`src/rtl/uart_receive.sv`:
```
// UART receiver: 8 data bits, one parity bit, one stop bit; samples mid-bit.
// Accepted bytes land in data with a sticky ready flag; tx_o echoes the synchronized line.
module uart_receive #(
   parameter int CLKS_PER_BIT = 20,
   parameter bit PARITY_ODD   = 1'b0
) (
   input  logic       clk,
   input  logic       reset,
   input  logic       rx_i,
   input  logic       reset_ready,
   output logic [7:0] data,
   output logic       ready,
   output logic       tx_o
);

   localparam int CW = $clog2(CLKS_PER_BIT + 1);
   localparam logic [CW-1:0] HALF_M1 = CW'(CLKS_PER_BIT / 2 - 1);
   localparam logic [CW-1:0] FULL_M1 = CW'(CLKS_PER_BIT - 1);

   typedef enum logic [2:0] {IDLE, START, DATA, PARITY, STOP} state_t;

   state_t          state, state_next;
   logic [CW-1:0]   cnt, cnt_next;
   logic [2:0]      bit_idx, bit_idx_next;
   logic [7:0]      shift_reg, shift_next;
   logic            par_ok, par_ok_next;
   logic [7:0]      data_next;
   logic            ready_next;
   logic            load;
   logic            sync_a, rx_s, rx_prev;

   assign tx_o = rx_s;

   always_ff @(posedge clk or posedge reset) begin
      if (reset) begin
         sync_a    <= 1'b1;
         rx_s      <= 1'b1;
         rx_prev   <= 1'b1;
         state     <= IDLE;
         cnt       <= '0;
         bit_idx   <= '0;
         shift_reg <= '0;
         par_ok    <= 1'b0;
         data      <= '0;
         ready     <= 1'b0;
      end else begin
         sync_a    <= rx_i;
         rx_s      <= sync_a;
         rx_prev   <= rx_s;
         state     <= state_next;
         cnt       <= cnt_next;
         bit_idx   <= bit_idx_next;
         shift_reg <= shift_next;
         par_ok    <= par_ok_next;
         data      <= data_next;
         ready     <= ready_next;
      end
   end

   always_comb begin
      state_next   = state;
      cnt_next     = cnt + CW'(1);
      bit_idx_next = bit_idx;
      shift_next   = shift_reg;
      par_ok_next  = par_ok;
      data_next    = data;
      load         = 1'b0;
      case (state)
         IDLE: begin
            cnt_next = '0;
            if (!rx_s && rx_prev) state_next = START;
         end
         START: begin
            if (cnt == HALF_M1) begin
               cnt_next     = '0;
               bit_idx_next = '0;
               state_next   = rx_s ? IDLE : DATA;
            end
         end
         DATA: begin
            if (cnt == FULL_M1) begin
               cnt_next     = '0;
               shift_next   = {rx_s, shift_reg[7:1]};
               bit_idx_next = bit_idx + 3'd1;
               if (bit_idx == 3'd7) state_next = PARITY;
            end
         end
         PARITY: begin
            if (cnt == FULL_M1) begin
               cnt_next    = '0;
               par_ok_next = (rx_s == ((^shift_reg) ^ PARITY_ODD));
               state_next  = STOP;
            end
         end
         STOP: begin
            if (cnt == FULL_M1) begin
               cnt_next   = '0;
               state_next = IDLE;
               if (rx_s && par_ok) begin
                  data_next = shift_reg;
                  load      = 1'b1;
               end
            end
         end
         default: state_next = IDLE;
      endcase
   end

   // A new byte outranks a simultaneous acknowledge.
   always_comb begin
      ready_next = ready;
      if (load)             ready_next = 1'b1;
      else if (reset_ready) ready_next = 1'b0;
   end

endmodule

```
`config.mk`:
```
export PLATFORM = sky130hd
export DESIGN_NAME = uart_receive
export DESIGN_NICKNAME = d
export VERILOG_FILES = /design/src/rtl/uart_receive.sv
export SDC_FILE = /design/constraint.sdc
export NUM_CORES = 1
export LEC_CHECK = 0
export BUFFER_PORTS_ARGS = -buffer_cell sky130_fd_sc_hd__buf_4
export CAP_MARGIN = 10
export CORE_MARGIN = 2
export CORE_UTILIZATION = 55
export DETAILED_ROUTE_END_ITERATION = 8
export HOLD_SLACK_MARGIN = 0.1
export MAX_ROUTING_LAYER = met4
export PLACE_DENSITY = 0.77
export SYNTH_ARGS = -nofsm -noshare
export SYNTH_HDL_FRONTEND = slang
export SYNTH_SLANG_ARGS = --single-unit
```
`constraint.sdc`:
```
create_clock -name clk -period 4.6 [get_ports clk]
set_clock_uncertainty 0.05 [all_clocks]
set_input_delay 0.23 -clock clk [delete_from_list [all_inputs] [get_ports clk]]
set_output_delay 0.23 -clock clk [all_outputs]
set_load 0.02 [all_outputs]
```
# [Word level (Yosys, flattened, before mapping)]
# Cells that the tools add are included.
# W data, S select, Z words.
[totals] input_bits=4 register_bits=32 elab_cells=58
[classes] reduce_logical=13 eq_ne=14 addsub=2 n_mux=19
[op_table] cell="$mux W3" n=8
[op_table] cell="$pmux W3 S5" n=1
[op_table] cell="$pmux W5 S3" n=1
[op_table] cell="$ne A2 B2 Y1 const B" n=6
[op_table] cell="$mux W5" n=2
[op_table] cell="$reduce_xor A8 Y1" n=1
[op_table] cell="$eq A3 B2 Y1 const B" n=2
[op_table] cell="$eq A3 B3 Y1 const B" n=2
[op_table] cell="$pmux W3 S2" n=1
[op_table] cell="$reduce_and A3 Y1" n=2
[op_table] cell="$reduce_and A6 Y1" n=1
[op_table] cell="$add A5 B1 Y5 const B" n=1
[op_table] cell="$eq A5 B4 Y1 const B" n=1
[op_table] cell="$eq A5 B5 Y1 const B" n=1
[op_table] cell="$mux W1" n=5
[op_table] cell="$reduce_and A2 Y1" n=2
[op_table] cell="$reduce_bool A2 Y1" n=2
[op_table] cell="$add A3 B1 Y3 const B" n=1
[op_table] cell="$eq A3 B1 Y1 const B" n=1
[op_table] cell="$logic_not A3 Y1" n=1
[op_table] cell="$reduce_or A3 Y1" n=1
[op_table] cell="$logic_and A1 B1 Y1" n=2
[op_table] cell="$mux W2" n=1
[op_table] cell="$eq A1 B1 Y1" n=1
[op_table] cell="$logic_not A1 Y1" n=1

# [Depth between registers and ports, before layout]
[logic_depth] depth_word=5 depth_mapped=6 depth_no_buf=6

# [Worst setup path after synthesis]
# Ideal clock, no wire load.
[synth_timing] path_kind="register -> register" from="register cnt[0]" to="register data[0]" setup_time_ns=0.125 synth_period_minus_slack_ns=1.874 slack_ns=2.726 arrival_time_ns=1.699 n_path_buf=1 path_stages_with_launch=6 required_time_ns=4.425 cell_sequence="dfrtp_1 ha_1 nand4bb_4 or4_4 buf_6 mux2_4"
[synth_via] elab_chain_cells=2
[synth_rtl] element="start, declared" line="23" source="logic [CW-1:0] cnt, cnt_next;"
[synth_rtl] element="start signal, assigned" line="51" source="cnt <= cnt_next;"
[synth_rtl] element="$eq A5 B5 Y1" line="96" source="if (cnt == FULL_M1) begin"
[synth_rtl] element="$reduce_and A3 Y1 (no line)"
[synth_rtl] element="end signal, assigned" line="55" source="data <= data_next;"
[synth_rtl] element="end, declared" line="11" source="output logic [7:0] data,"
# Every way passes these cells.
# A chain may end at the register's enable or synchronous reset.

# [Final worst setup path]
[layout_timing] from="register cnt[0]" to="register data[5]"
# Same word-level chain as after synthesis.

==> flow_metrics.env <==
export IMPL_htree_levels=2
export IMPL_clockRootBuffer="clkbuf_4"
export IMPL_avgViaCountPerCell=5.49
export IMPL_grt_max_degree=33
export IMPL_globalplace_congestion=0.818
export IMPL_synth_nets=123
export IMPL_hold_viol=0
export IMPL_cts_setup_buffers=0
export IMPL_synth_edf_count=0
export IMPL_antenna_found_initial=0
export IMPL_grt_pass1_vias=937
export IMPL_min_period_ns=1.98
export IMPL_cts_clk_slew_worst_paths_ns=0.09
export IMPL_grt_pass1_wl_um=4330
export IMPL_crit_type="reg -> reg"
export IMPL_synth_area_leaders="dfrtp_1 48%, mux2_4 7.9%, mux2_2 7.4%"
export IMPL_synth_area_mm2=0.00152
export IMPL_drc_errors=0
export IMPL_rows=19
export IMPL_fin_area_mm2=0.00171
export IMPL_die_h_um=56.5
export IMPL_cap_violations=0
export IMPL_yosysMostFrequentCell="dfrtp_1"
export IMPL_powerDensity_mw_per_mm2=376
export IMPL_ys_seq_area_share_pct=53.0
export IMPL_portBuffers=13
export IMPL_worstPathRequired_ns=4.76
export IMPL_cts_buffers_inserted=5
export IMPL_final_util_pct=63.8
export IMPL_status="completed"
export IMPL_wire_per_inst_um=14.9
export IMPL_total_power_mw=0.643
export IMPL_nFillCells=223
export IMPL_placed_area_mm2=0.00162
export IMPL_fp_dieW_um=56.5
export IMPL_maxSlewHeadroom_pct=72.5
export IMPL_io_pins=14
export IMPL_clkSinkCount=32
export IMPL_overflow=0
export IMPL_cts_buffer_depth=2
export IMPL_timing_reg2reg_setup_slack_ns=2.62
export IMPL_irDropWorstVdd_uv=245
export IMPL_ant_nets=0
export IMPL_synth_commonest_cells="29 x dfrtp_1, 10 x mux2_2, 8 x mux2_4"
export IMPL_hold_path_class="reg -> reg"
export IMPL_cts_resized=0
export IMPL_cp_start_kind="flop"
export IMPL_yosysUniqueCellTypes=30
export IMPL_arrival_ns=2.14
export IMPL_detail_route_iter0_violations=12
export IMPL_diodes=0
export IMPL_first_pass_iters=4
export IMPL_dr_total_vias=911
export IMPL_tightest_slew_ns=0.412
export IMPL_ys_seq_elements=32
export IMPL_synthArstFlopShare_pct=100
export IMPL_avgSynthCellArea_um2=13.2
export IMPL_grt_usage_pct=18.8
export IMPL_core_mm2=0.00269
export IMPL_setup_violations_final=0
export IMPL_hpwl_um=1720
export IMPL_synthFlopType="dfrtp_1"
export IMPL_tritoncts="built"
export IMPL_leakage_nw=0.851
export IMPL_dp_cells=155
export IMPL_critPathMaxFanout=9
export IMPL_final_layout_size_suffix_gt1_share_pct=32.6
export IMPL_die_area_mm2=0.00320
export IMPL_yosysTopAreaCell="dfrtp_1"
export IMPL_synth_top_cell_area_share_pct=47.8
export IMPL_cts_hold_buf=3
export IMPL_insertion_delay_ns=0.33
export IMPL_fin_crit_sh_pct=42.9
export IMPL_initial_core_util_pct=56.5
export IMPL_finalNonFillerCells=166
export IMPL_area_growth_pct=12.9
export IMPL_synthCells=115
export IMPL_rsz0062_at_grt="no"
export IMPL_final_net_count=142
export IMPL_slew_violations=0
export IMPL_setup_worst_path_end_class="flop"
export IMPL_drt_wl_total_um=2480
export IMPL_yosysWarnings=0
export IMPL_fmax_mhz=506
export IMPL_finalSetupTns_ns=0
-- report_power, final --
| group | switching (mW) | leakage, nW | internal, mW |
|---|---|---|---|
| Clock | 0.0860 | 0.0326 | 0.0753 |
| Sequential | 0.0502 | 0.426 | 0.313 |
| Combinational | 0.0578 | 0.393 | 0.0615 |
-- stage by stage --
step	hold slack, ns	worst slack, ns
global placement	0.290	2.67
global route	0.313	2.50
CTS	0.312	2.62
finish	0.310	2.62
floorplan	0.184	2.73
detailed placement	0.289	2.62
-- cells in the final DEF, fill, tap and decap left out, types with 4 or more instances in the layout --
| cell | count |
|---|---|
| xor2_1 | 4 |
| inv_1 | 6 |
| clkbuf_4 | 5 |
| mux2_4 | 8 |
| buf_4 | 14 |
| dfrtp_1 | 29 |
| nor2_1 | 7 |
| ha_1 | 4 |
| mux2_2 | 10 |
| xnor2_1 | 5 |
| nand2_1 | 5 |
-- metal layers --
layer | vias up | track usage [%] | share of wire (%)
met3 | 7 | 6.91 | 3.4
met4 | 0 | 8.16 | 2.1
met2 | 16 | 27.9 | 51
li1 | 432 | - | -
met1 | 456 | 23.2 | 43
met5 | - | - | 0
-- worst max-delay path, cell delays in order, from the launching register on --
cell and delay [ns]:
dfrtp_1 0.40, ha_1 0.31, nand4bb_4 0.16, or4_4 0.62, mux2_4 0.33
-- kinds of logic after synthesis --
group / count (synthesis) / share of synthesized area, %
AOI/OAI and AO/OA: 10 / 4.29
xor gates and xnor gates: 10 / 6.68
adders and majority gates: 4 / 3.30
buffers and inverters: 11 / 3.96
DFF: 32 / 53.0
muxes: 20 / 16.7
and+or+nand+nor: 28 / 12.1
-- layout make-up --
type	count	area [µm²]	share of cell area [%]
sequential	32	805	47.0
multi-input combinational	72	653	38.1
timing repair buffer	17	135	7.89
clock buffer	8	58.8	3.43
tap	31	38.8	2.26
inverter	6	22.5	1.31
-- path summary, 6_finish.rpt --
check / start / to / cells after the start
setup / recovery: cnt[0] / data[5] / 4
hold / removal: sync_a / tx_o / 0
setup reg to reg: cnt[0] / data[5] / 4
hold reg to reg: sync_a / tx_o / 0
max in group asynchronous: reset / sync_a / 4
min in group asynchronous: reset / cnt[4] / 4
Power figures use the tool's default switching activity.
